`src/rtl/pipe_pkg.sv`:
```
// Shared definitions for the pipeline controller: FSM encodings, register
// index width and the bundled stage-control word.
package pipe_pkg;

  localparam int REG_W = 5;
  localparam logic [REG_W-1:0] REG_ZERO = '0;

  typedef logic [1:0] state_t;
  localparam state_t ST_RUN      = 2'd0;
  localparam state_t ST_MEM_WAIT = 2'd1;
  localparam state_t ST_DRAIN    = 2'd2;
  localparam state_t ST_HALTED   = 2'd3;

  typedef struct packed {
    logic if_en;
    logic if_flush;
    logic id_en;
    logic id_bubble;
    logic exe_en;
    logic mem_en;
  } stage_ctrl_t;

  localparam stage_ctrl_t CTRL_FLOW   = '{1'b1, 1'b0, 1'b1, 1'b0, 1'b1, 1'b1};
  localparam stage_ctrl_t CTRL_FREEZE = '{1'b0, 1'b0, 1'b0, 1'b0, 1'b0, 1'b0};

endpackage

```
`src/rtl/pipeline_ctrl_hazard_detect.sv`:
```
// Combinational RAW / load-use hazard detection against the ID/EX and EXE/MEM
// destination registers. With forwarding only a load in EXE needs a bubble.
module hazard_detect
  import pipe_pkg::*;
(
  input  logic [REG_W-1:0] src1,
  input  logic [REG_W-1:0] src2,
  input  logic             two_src,
  input  logic             forward_en,
  input  logic [REG_W-1:0] EXE_dest,
  input  logic             EXE_WB_en,
  input  logic             EXE_MEM_R_en,
  input  logic [REG_W-1:0] MEM_dest,
  input  logic             MEM_WB_en,
  output logic             hz
);

  logic exe_match;
  logic mem_match;

  // Register zero is hard-wired, so it never creates a dependency.
  assign exe_match = (EXE_dest != REG_ZERO) &&
                     ((EXE_dest == src1) || (two_src && (EXE_dest == src2)));
  assign mem_match = (MEM_dest != REG_ZERO) &&
                     ((MEM_dest == src1) || (two_src && (MEM_dest == src2)));

  assign hz = forward_en ? (EXE_WB_en && EXE_MEM_R_en && exe_match)
                         : ((EXE_WB_en && exe_match) || (MEM_WB_en && mem_match));

endmodule

```
`src/rtl/pipeline_ctrl.sv`:
```
// Stall/flush/halt sequencer for the 5-stage pipeline. Stage controls are
// decoded combinationally from the FSM state and the current hazard inputs.
module pipeline_ctrl
  import pipe_pkg::*;
#(
  parameter int MEM_TIMEOUT  = 255,
  parameter int DRAIN_CYCLES = 4,
  parameter int CNT_W        = 16
) (
  input  logic             clk,
  input  logic             rst_n,
  input  logic [REG_W-1:0] src1,
  input  logic [REG_W-1:0] src2,
  input  logic             two_src,
  input  logic             forward_en,
  input  logic [REG_W-1:0] EXE_dest,
  input  logic             EXE_WB_en,
  input  logic             EXE_MEM_R_en,
  input  logic [REG_W-1:0] MEM_dest,
  input  logic             MEM_WB_en,
  input  logic             Br_taken,
  input  logic             mem_access,
  input  logic             mem_ready,
  input  logic             halt_req,
  input  logic             resume_req,
  output logic             IF_en,
  output logic             IF_flush,
  output logic             ID_en,
  output logic             ID_bubble,
  output logic             EXE_en,
  output logic             MEM_en,
  output logic             halted,
  output logic             mem_timeout_err,
  output logic [CNT_W-1:0] stall_cnt,
  output logic [1:0]       state_dbg
);

  localparam int WAIT_W = $clog2(MEM_TIMEOUT + 1);
  localparam int DRN_W  = (DRAIN_CYCLES > 1) ? $clog2(DRAIN_CYCLES) : 1;
  localparam logic [WAIT_W-1:0] WAIT_LAST = WAIT_W'(MEM_TIMEOUT - 1);
  localparam logic [WAIT_W-1:0] WAIT_SAT  = WAIT_W'(MEM_TIMEOUT);
  localparam logic [DRN_W-1:0]  DRN_LOAD  = DRN_W'(DRAIN_CYCLES - 1);

  state_t             state, state_nxt;
  logic               ret_drain, ret_drain_nxt;
  logic [DRN_W-1:0]   drain_cnt, drain_nxt;
  logic [WAIT_W-1:0]  wait_cnt;
  logic               hz;
  logic               ms;
  stage_ctrl_t        ctrl;

  hazard_detect u_hazard_detect (
    .src1         (src1),
    .src2         (src2),
    .two_src      (two_src),
    .forward_en   (forward_en),
    .EXE_dest     (EXE_dest),
    .EXE_WB_en    (EXE_WB_en),
    .EXE_MEM_R_en (EXE_MEM_R_en),
    .MEM_dest     (MEM_dest),
    .MEM_WB_en    (MEM_WB_en),
    .hz           (hz)
  );

  assign ms = mem_access && !mem_ready;

  function automatic stage_ctrl_t run_decode(input logic stall, input logic br,
                                             input logic haz, input logic halt);
    stage_ctrl_t c;
    c = CTRL_FLOW;
    if (stall) begin
      c = CTRL_FREEZE;
    end else if (br) begin
      c = '{1'b1, 1'b1, 1'b1, 1'b1, 1'b1, 1'b1};
    end else if (haz) begin
      c.if_en     = 1'b0;
      c.id_bubble = 1'b1;
    end else if (halt) begin
      c.if_en     = 1'b0;
      c.if_flush  = 1'b1;
      c.id_bubble = 1'b1;
    end
    return c;
  endfunction

  // While draining the PC only moves to capture a resolved branch target.
  function automatic stage_ctrl_t drain_decode(input logic stall, input logic br);
    stage_ctrl_t c;
    if (stall) c = CTRL_FREEZE;
    else       c = '{br, 1'b1, 1'b1, 1'b1, 1'b1, 1'b1};
    return c;
  endfunction

  always_comb begin
    ctrl = CTRL_FREEZE;
    case (state)
      ST_RUN:      ctrl = run_decode(ms, Br_taken, hz, halt_req);
      ST_MEM_WAIT: begin
        if (mem_ready) begin
          if (ret_drain) ctrl = drain_decode(1'b0, Br_taken);
          else           ctrl = run_decode(1'b0, Br_taken, hz, halt_req);
        end
      end
      ST_DRAIN:    ctrl = drain_decode(ms, Br_taken);
      default:     ctrl = CTRL_FREEZE;
    endcase
  end

  // The ready cycle of a wait that interrupted a drain also counts as a drain step.
  always_comb begin
    state_nxt     = state;
    ret_drain_nxt = ret_drain;
    drain_nxt     = drain_cnt;
    case (state)
      ST_RUN: begin
        if (ms) begin
          state_nxt     = ST_MEM_WAIT;
          ret_drain_nxt = 1'b0;
        end else if (!Br_taken && !hz && halt_req) begin
          state_nxt = ST_DRAIN;
          drain_nxt = DRN_LOAD;
        end
      end
      ST_MEM_WAIT: begin
        if (mem_ready) begin
          if (!ret_drain) begin
            state_nxt = ST_RUN;
          end else if (drain_cnt == '0) begin
            state_nxt = ST_HALTED;
          end else begin
            state_nxt = ST_DRAIN;
            drain_nxt = drain_cnt - 1'b1;
          end
        end
      end
      ST_DRAIN: begin
        if (ms) begin
          state_nxt     = ST_MEM_WAIT;
          ret_drain_nxt = 1'b1;
        end else if (drain_cnt == '0) begin
          state_nxt = ST_HALTED;
        end else begin
          drain_nxt = drain_cnt - 1'b1;
        end
      end
      default: begin
        if (resume_req && !halt_req) state_nxt = ST_RUN;
      end
    endcase
  end

  always_ff @(posedge clk or negedge rst_n) begin
    if (!rst_n) begin
      state           <= ST_RUN;
      ret_drain       <= 1'b0;
      drain_cnt       <= '0;
      wait_cnt        <= '0;
      mem_timeout_err <= 1'b0;
      stall_cnt       <= '0;
    end else begin
      state     <= state_nxt;
      ret_drain <= ret_drain_nxt;
      drain_cnt <= drain_nxt;
      if (state == ST_MEM_WAIT && !mem_ready) begin
        if (wait_cnt != WAIT_SAT) wait_cnt <= wait_cnt + 1'b1;
        if (wait_cnt == WAIT_LAST) mem_timeout_err <= 1'b1;
      end else begin
        wait_cnt <= '0;
      end
      if ((state == ST_RUN || state == ST_MEM_WAIT) && !ctrl.if_en &&
          (stall_cnt != '1)) begin
        stall_cnt <= stall_cnt + 1'b1;
      end
    end
  end

  assign IF_en     = ctrl.if_en;
  assign IF_flush  = ctrl.if_flush;
  assign ID_en     = ctrl.id_en;
  assign ID_bubble = ctrl.id_bubble;
  assign EXE_en    = ctrl.exe_en;
  assign MEM_en    = ctrl.mem_en;
  assign halted    = (state == ST_HALTED);
  assign state_dbg = state;

endmodule

```
`config.mk`:
```
export PLATFORM = sky130hd
export DESIGN_NAME = pipeline_ctrl
export DESIGN_NICKNAME = d
export VERILOG_FILES = /design/src/rtl/pipe_pkg.sv /design/src/rtl/pipeline_ctrl_hazard_detect.sv /design/src/rtl/pipeline_ctrl.sv
export SDC_FILE = /design/constraint.sdc
export NUM_CORES = 1
export LEC_CHECK = 0
export CAP_MARGIN = 20
export CORE_MARGIN = 10
export CORE_UTILIZATION = 36
export CTS_CLUSTER_SIZE = 25
export DETAILED_ROUTE_END_ITERATION = 10
export GPL_TIMING_DRIVEN = 0
export PLACE_DENSITY = 0.6
export RECOVER_POWER = 50
export SYNTH_ARGS = -nofsm -noshare
export SYNTH_HDL_FRONTEND = slang
export SYNTH_SLANG_ARGS = --single-unit
```
`constraint.sdc`:
```
create_clock -name clk -period 6.85 [get_ports clk]
set_input_delay 1.0275 -clock clk [delete_from_list [all_inputs] [get_ports clk]]
set_output_delay 1.0275 -clock clk [all_outputs]
set_load 0.005 [all_outputs]
```
* Word-level counts from Yosys, hierarchy flattened
Cells that the tools add are included.
** Word-level totals
- Register bits :: 30
- Latch bits :: 0
- Memory bits (writable) :: 0
- Memory bits (read-only) :: 0
- Input port bits :: 32
- Output and inout port bits :: 26
- Word-level logic and storage cells :: 98
- Memories kept :: 0
** Cells by class
- Add/sub/neg operators :: 3
- Multipliers :: 0
- Divide/modulo/power cells :: 0
- $lt $le $gt $ge :: 0
- Equal/unequal tests :: 20
- Shifts and indexed selects :: 0
- Multiplexer cells :: 34
- Bitwise operators :: 0
- Reduce and logical (&&, ||, !) cells :: 35
** Operators by type and width (count)
- $mux W2 :: 15
- $mux W6 :: 4
- $eq A5 B5 Y1 :: 4
- $pmux W6 S3 :: 1
- $add A16 B1 Y16 const B :: 1
- $mux W8 :: 2
- $ne A16 B16 Y1 const B :: 1
- $logic_and A1 B1 Y1 :: 15
- $ne A2 B2 Y1 const B :: 7
- $pmux W2 S3 :: 2
- $reduce_bool A5 Y1 :: 2
- $mux W1 :: 9
- $add A8 B1 Y8 const B :: 1
- $eq A8 B8 Y1 const B :: 1
- $ne A8 B8 Y1 const B :: 1
- $ne A3 B3 Y1 const B :: 2
- $reduce_and A6 Y1 :: 1
- $logic_not A1 Y1 :: 5
- $eq A2 B2 Y1 const B :: 2
- $logic_not A2 Y1 :: 2
- $logic_or A1 B1 Y1 :: 4
- $reduce_and A4 Y1 :: 1
- $reduce_bool A4 Y1 :: 1
- $reduce_and A3 Y1 :: 1
- 7 further kinds :: 7

* Logic depth before layout (Yosys ltp)
- Depth in word-level cells :: 15
- Gate-level depth with buffers :: 12
- Mapped depth without buffers :: 9

* Hierarchy
Synthesis repeated with hierarchy kept, for this count alone.
** Unflattened totals
- Cells, all modules :: 208
- Area, all modules :: 2115.8 sq um
** By module, submodules not included
- pipeline_ctrl :: times used 1, cells an instance 173, area an instance 1848.0 sq um, seq. area each 750.7 sq um
- hazard_detect :: times used 1, cells an instance 35, area an instance 267.8 sq um, seq. area each 0.0 sq um

* Worst setup path before layout
Ideal clock, no wire load.
- Kind :: input to output
- From :: input EXE_dest[0]
- To :: output IF_flush
- Data arrival time :: 2.187 ns
- Path slack :: 3.635 ns
- Stages on the path :: 6
- Path through :: or4_1 o221ai_1 o22ai_2 nor2_1 o21ai_0 a21oi_1
** Between the ends
- Longest elaborated chain between the ends :: 12
- Elaborated cells between the ends (all ways) :: 16
** RTL lines
- from (decl) :: RTL line pipeline_ctrl.sv:16 : input logic [REG_W-1:0] EXE_dest,
- $eq A5 B5 Y1 :: RTL line pipeline_ctrl_hazard_detect.sv:23 : ((EXE_dest == src1) || (two_src && (EXE_dest == src2)));
- $logic_and A1 B1 Y1 :: RTL line pipeline_ctrl_hazard_detect.sv:23
- $logic_or A1 B1 Y1 :: RTL line pipeline_ctrl_hazard_detect.sv:23
- $logic_and A1 B1 Y1 (*) :: RTL line pipeline_ctrl_hazard_detect.sv:22 : assign exe_match = (EXE_dest != REG_ZERO) &&
- $logic_and A1 B1 Y1 :: RTL line pipeline_ctrl_hazard_detect.sv:28 : : ((EXE_WB_en && exe_match) || (MEM_WB_en && mem_match));
- $logic_or A1 B1 Y1 :: RTL line pipeline_ctrl_hazard_detect.sv:28
- $mux W1 (*) :: RTL line pipeline_ctrl_hazard_detect.sv:27 : assign hz = forward_en ? (EXE_WB_en && EXE_MEM_R_en && exe_match)
- $mux W1 (*) :: RTL line pipeline_ctrl.sv:75 : end else if (haz) begin
- $mux W2 (*) :: RTL line pipeline_ctrl.sv:73 : end else if (br) begin
- $mux W6 :: RTL line pipeline_ctrl.sv:100 : if (ret_drain) ctrl = drain_decode(1'b0, Br_taken);
- $mux W6 :: RTL line pipeline_ctrl.sv:99 : if (mem_ready) begin
- $pmux W6 S3 (*) :: RTL line pipeline_ctrl.sv:96 : case (state)
- to (decl) :: RTL line pipeline_ctrl.sv:27 : output logic IF_flush,
Every way passes the cells marked *; elsewhere a longest branch is shown, timed or not.

* Worst setup path in the final report
Same ends and word-level chain as after synthesis.

==> impl_metrics.tcl <==
set metrics [dict create \
    outcome "finished, final reports clean" \
    utilization_pct 50.8 \
    grtUsageMet2_pct 16.6 \
    critical-path-slowest-cell "or4_1" \
    die_h_um 94.9 \
    grt_overflow 0 \
    power.density_nw_per_um2 308 \
    top_usage_layer "met2" \
    syn_area_um2 2020 \
    slowest_delay_ns 0.56 \
    cts.sinks 30 \
    place_area_um2 2710 \
    fillers 544 \
    worstMarginPinSlew_ns 1.05 \
    drv_cap 0 \
    drive_gt1_share_pct 10.6 \
    viasPerCell 4.90 \
    dp_hpwl_um 3830 \
    max_slew_margin_pct 30.0 \
    cp_common_cell "clkdlybuf4s50_1" \
    use_met3_pct 4.04 \
    end_kind "primary output" \
    vias 1697 \
    portBuffers 57 \
    post_cts_resize_count 0 \
    syn-instance-count 208 \
    grt_use_total_pct 11.3 \
    ys_top_cells_by_area "dfrtp_1, xor2_1, xnor2_1" \
    syn_nets 248 \
    slew_viol_final 0 \
    ys_types 49 \
    hold_class "register to register" \
    yosys.area.top_type_share_pct 37.2 \
    setup_viol 0 \
    tritoncts "done" \
    drtAntennaViolNets 0 \
    rows 27 \
    areaGrowthSynthToFinish_pct 37.6 \
    leakagePower_nw 1.18 \
    wl_per_cell_um 14.1 \
    cts_setup_buffers 0 \
    synth.avg_cell_area_um2 9.71 \
    grt_pass1_vias 1710 \
    ios 58 \
    drc 0 \
    grtUsageMet1_pct 15.2 \
    core_um2 5470 \
    path_cells "clkdlybuf4s50_1, or4_1, o221ai_1, o22ai_2, nor2_1, o21ai_0, a21oi_1, clkdlybuf4s50_1" \
    finalSetupTns_ns 0 \
    fin_area_um2 2780 \
    finClkSkew_ns 0.00458 \
    power_uw 855 \
    cts_inserted_buffers 5 \
    yosysWarningCount 0 \
    die_x_um 94.9 \
    cts_hold_buffers 0 \
    yosys_register_bits 30 \
    dp_cells 338 \
    setup_slack_ns 2.55 \
    ys_seq_area_share_pct 37.2 \
    crit_arrival_ns 3.27 \
    ctsLongestPathBuffers 2 \
    grt_start_max_net_pins 21 \
    fin_cells 346 \
    gp_congestion 0.832 \
    critPathLaunchType "primary input" \
    critical_path.max_fanout 6 \
    cts_root_buffer "clkbuf_8" \
    worstPathRequired_ns 5.82 \
    n_antenna_cell 0 \
    seqCellArea_um2 751 \
    dp_slack_ns 2.55 \
    fp.dieArea_um2 9010 \
    nets 313 \
    synth_ff_type "dfrtp_1" \
    timing.hold.ws_ns 0.463 \
    rsz0062_at_grt "false" \
    critPathKind "primary input to primary output" \
    path_clk_slew_ns 0.06 \
    ir_worst_vdd_mv 0.141 \
    cts_max_level 2 \
    hold_viol 0 \
    multi_input_area_um2 1170 \
    grt_antenna_before_repair 0 \
    fmax_mhz 232 \
    wl_um 4880 \
    first_iter_violations 40 \
    min_period_ns 4.30 \
    synth_top_area_cell "dfrtp_1" \
    initial_core_util_pct 36.9 \
    synth_edf_count 0 \
    grt_pass1_wl_um 8180 \
    drtPass1Iterations 4 \
    period_share_pct 62.8 \
    clock_latency_ns 0.29 \
    synthArstFlopShare_pct 100 \
]
## cell usage after synthesis (2+ instances only)
cell,instances
dfrtp_1,30
xor2_1,23
nor2_1,19
xnor2_1,15
nand2_1,13
inv_1,9
a21oi_1,8
and3_1,8
ha_1,8
nand4_1,8
nor3_1,5
o21ai_0,5
mux2_2,4
nand2b_1,4
nand3_2,4
nand3_1,3
nor4_1,3
a211oi_1,2
a31oi_1,2
a32oi_1,2
buf_4,2
buf_6,2
clkbuf_1,2
or4_1,2
## worst paths after layout
path                                             start                     endpoint  slack, ns  depth (start not counted)
setup / recovery                           EXE_dest[0]                     IF_flush       2.55                          8
hold / removal             mem_timeout_err$_DFFE_PN0P_  mem_timeout_err$_DFFE_PN0P_       0.46                          1
setup reg to reg              state_dbg[0]$_DFFE_PN0P_    stall_cnt[14]$_DFFE_PN0P_       4.24                         12
hold reg to reg            mem_timeout_err$_DFFE_PN0P_  mem_timeout_err$_DFFE_PN0P_       0.46                          1
max in group asynchronous                        rst_n     stall_cnt[7]$_DFFE_PN0P_       4.40                          2
min in group asynchronous                        rst_n     state_dbg[0]$_DFFE_PN0P_       1.13                          1
## per-layer routing
metal / wire length, µm / vias to the layer above
met5: 0 / -
met4: 55 / 0
met3: 347 / 5
met2: 2050 / 49
met1: 2420 / 783
li1: - / 860
## worst max-delay path: cells and delay by family
| kind | cells | cell delay, ns |
|---|---|---|
| compound gates | 4 | 0.60 |
| buf+inv | 2 | 0.99 |
| simple gates | 2 | 0.66 |
## final cells by class
class,count,share of cell area (%)
multi-input combinational,162,42.1
clock buffer,6,2.97
sequential,30,27.0
clock inverter,2,0.450
timing repair buffer,58,20.7
inverter,9,1.22
tap,72,3.24
buffer,7,2.34
## registers in the layout, summed over array words and instances (netlist names)
name	flops
state_dbg	2
ret_drain	1
drain_cnt	2
mem_timeout_err	1
stall_cnt	16
wait_cnt	8
## report_power, final
part | leakage (nW) | switching (mW) | internal (mW)
logic | 0.738 | 0.205 | 0.254
registers | 0.396 | 0.0363 | 0.212
clock network | 0.0472 | 0.0673 | 0.0805
total | 1.18 | 0.308 | 0.547
## kinds of logic (layout without fill, tap and decap cells)
logic type / Yosys count / after routing / share of synthesized area [%]
muxes: 5 / 5 / 2.73
adders and majority gates: 8 / 8 / 4.96
buffers and inverters: 16 / 82 / 4.89
AOI/OAI and AO/OA: 32 / 32 / 11.0
xor gates and xnor gates: 39 / 39 / 17.3
and+or+nand+nor: 78 / 78 / 21.9
DFF: 30 / 30 / 37.2
## cell usage in the layout (no fill, tap or decap), types with 6 or more instances in the layout
master,instances
clkdlybuf4s50_1,51
dfrtp_1,30
xor2_1,23
nor2_1,19
xnor2_1,15
nand2_1,13
inv_1,9
a21oi_1,8
nand4_1,8
and3_1,8
ha_1,8
clkbuf_8,6
dlygate4sd3_1,6
Note: power is estimated with default switching activity, not from simulation.
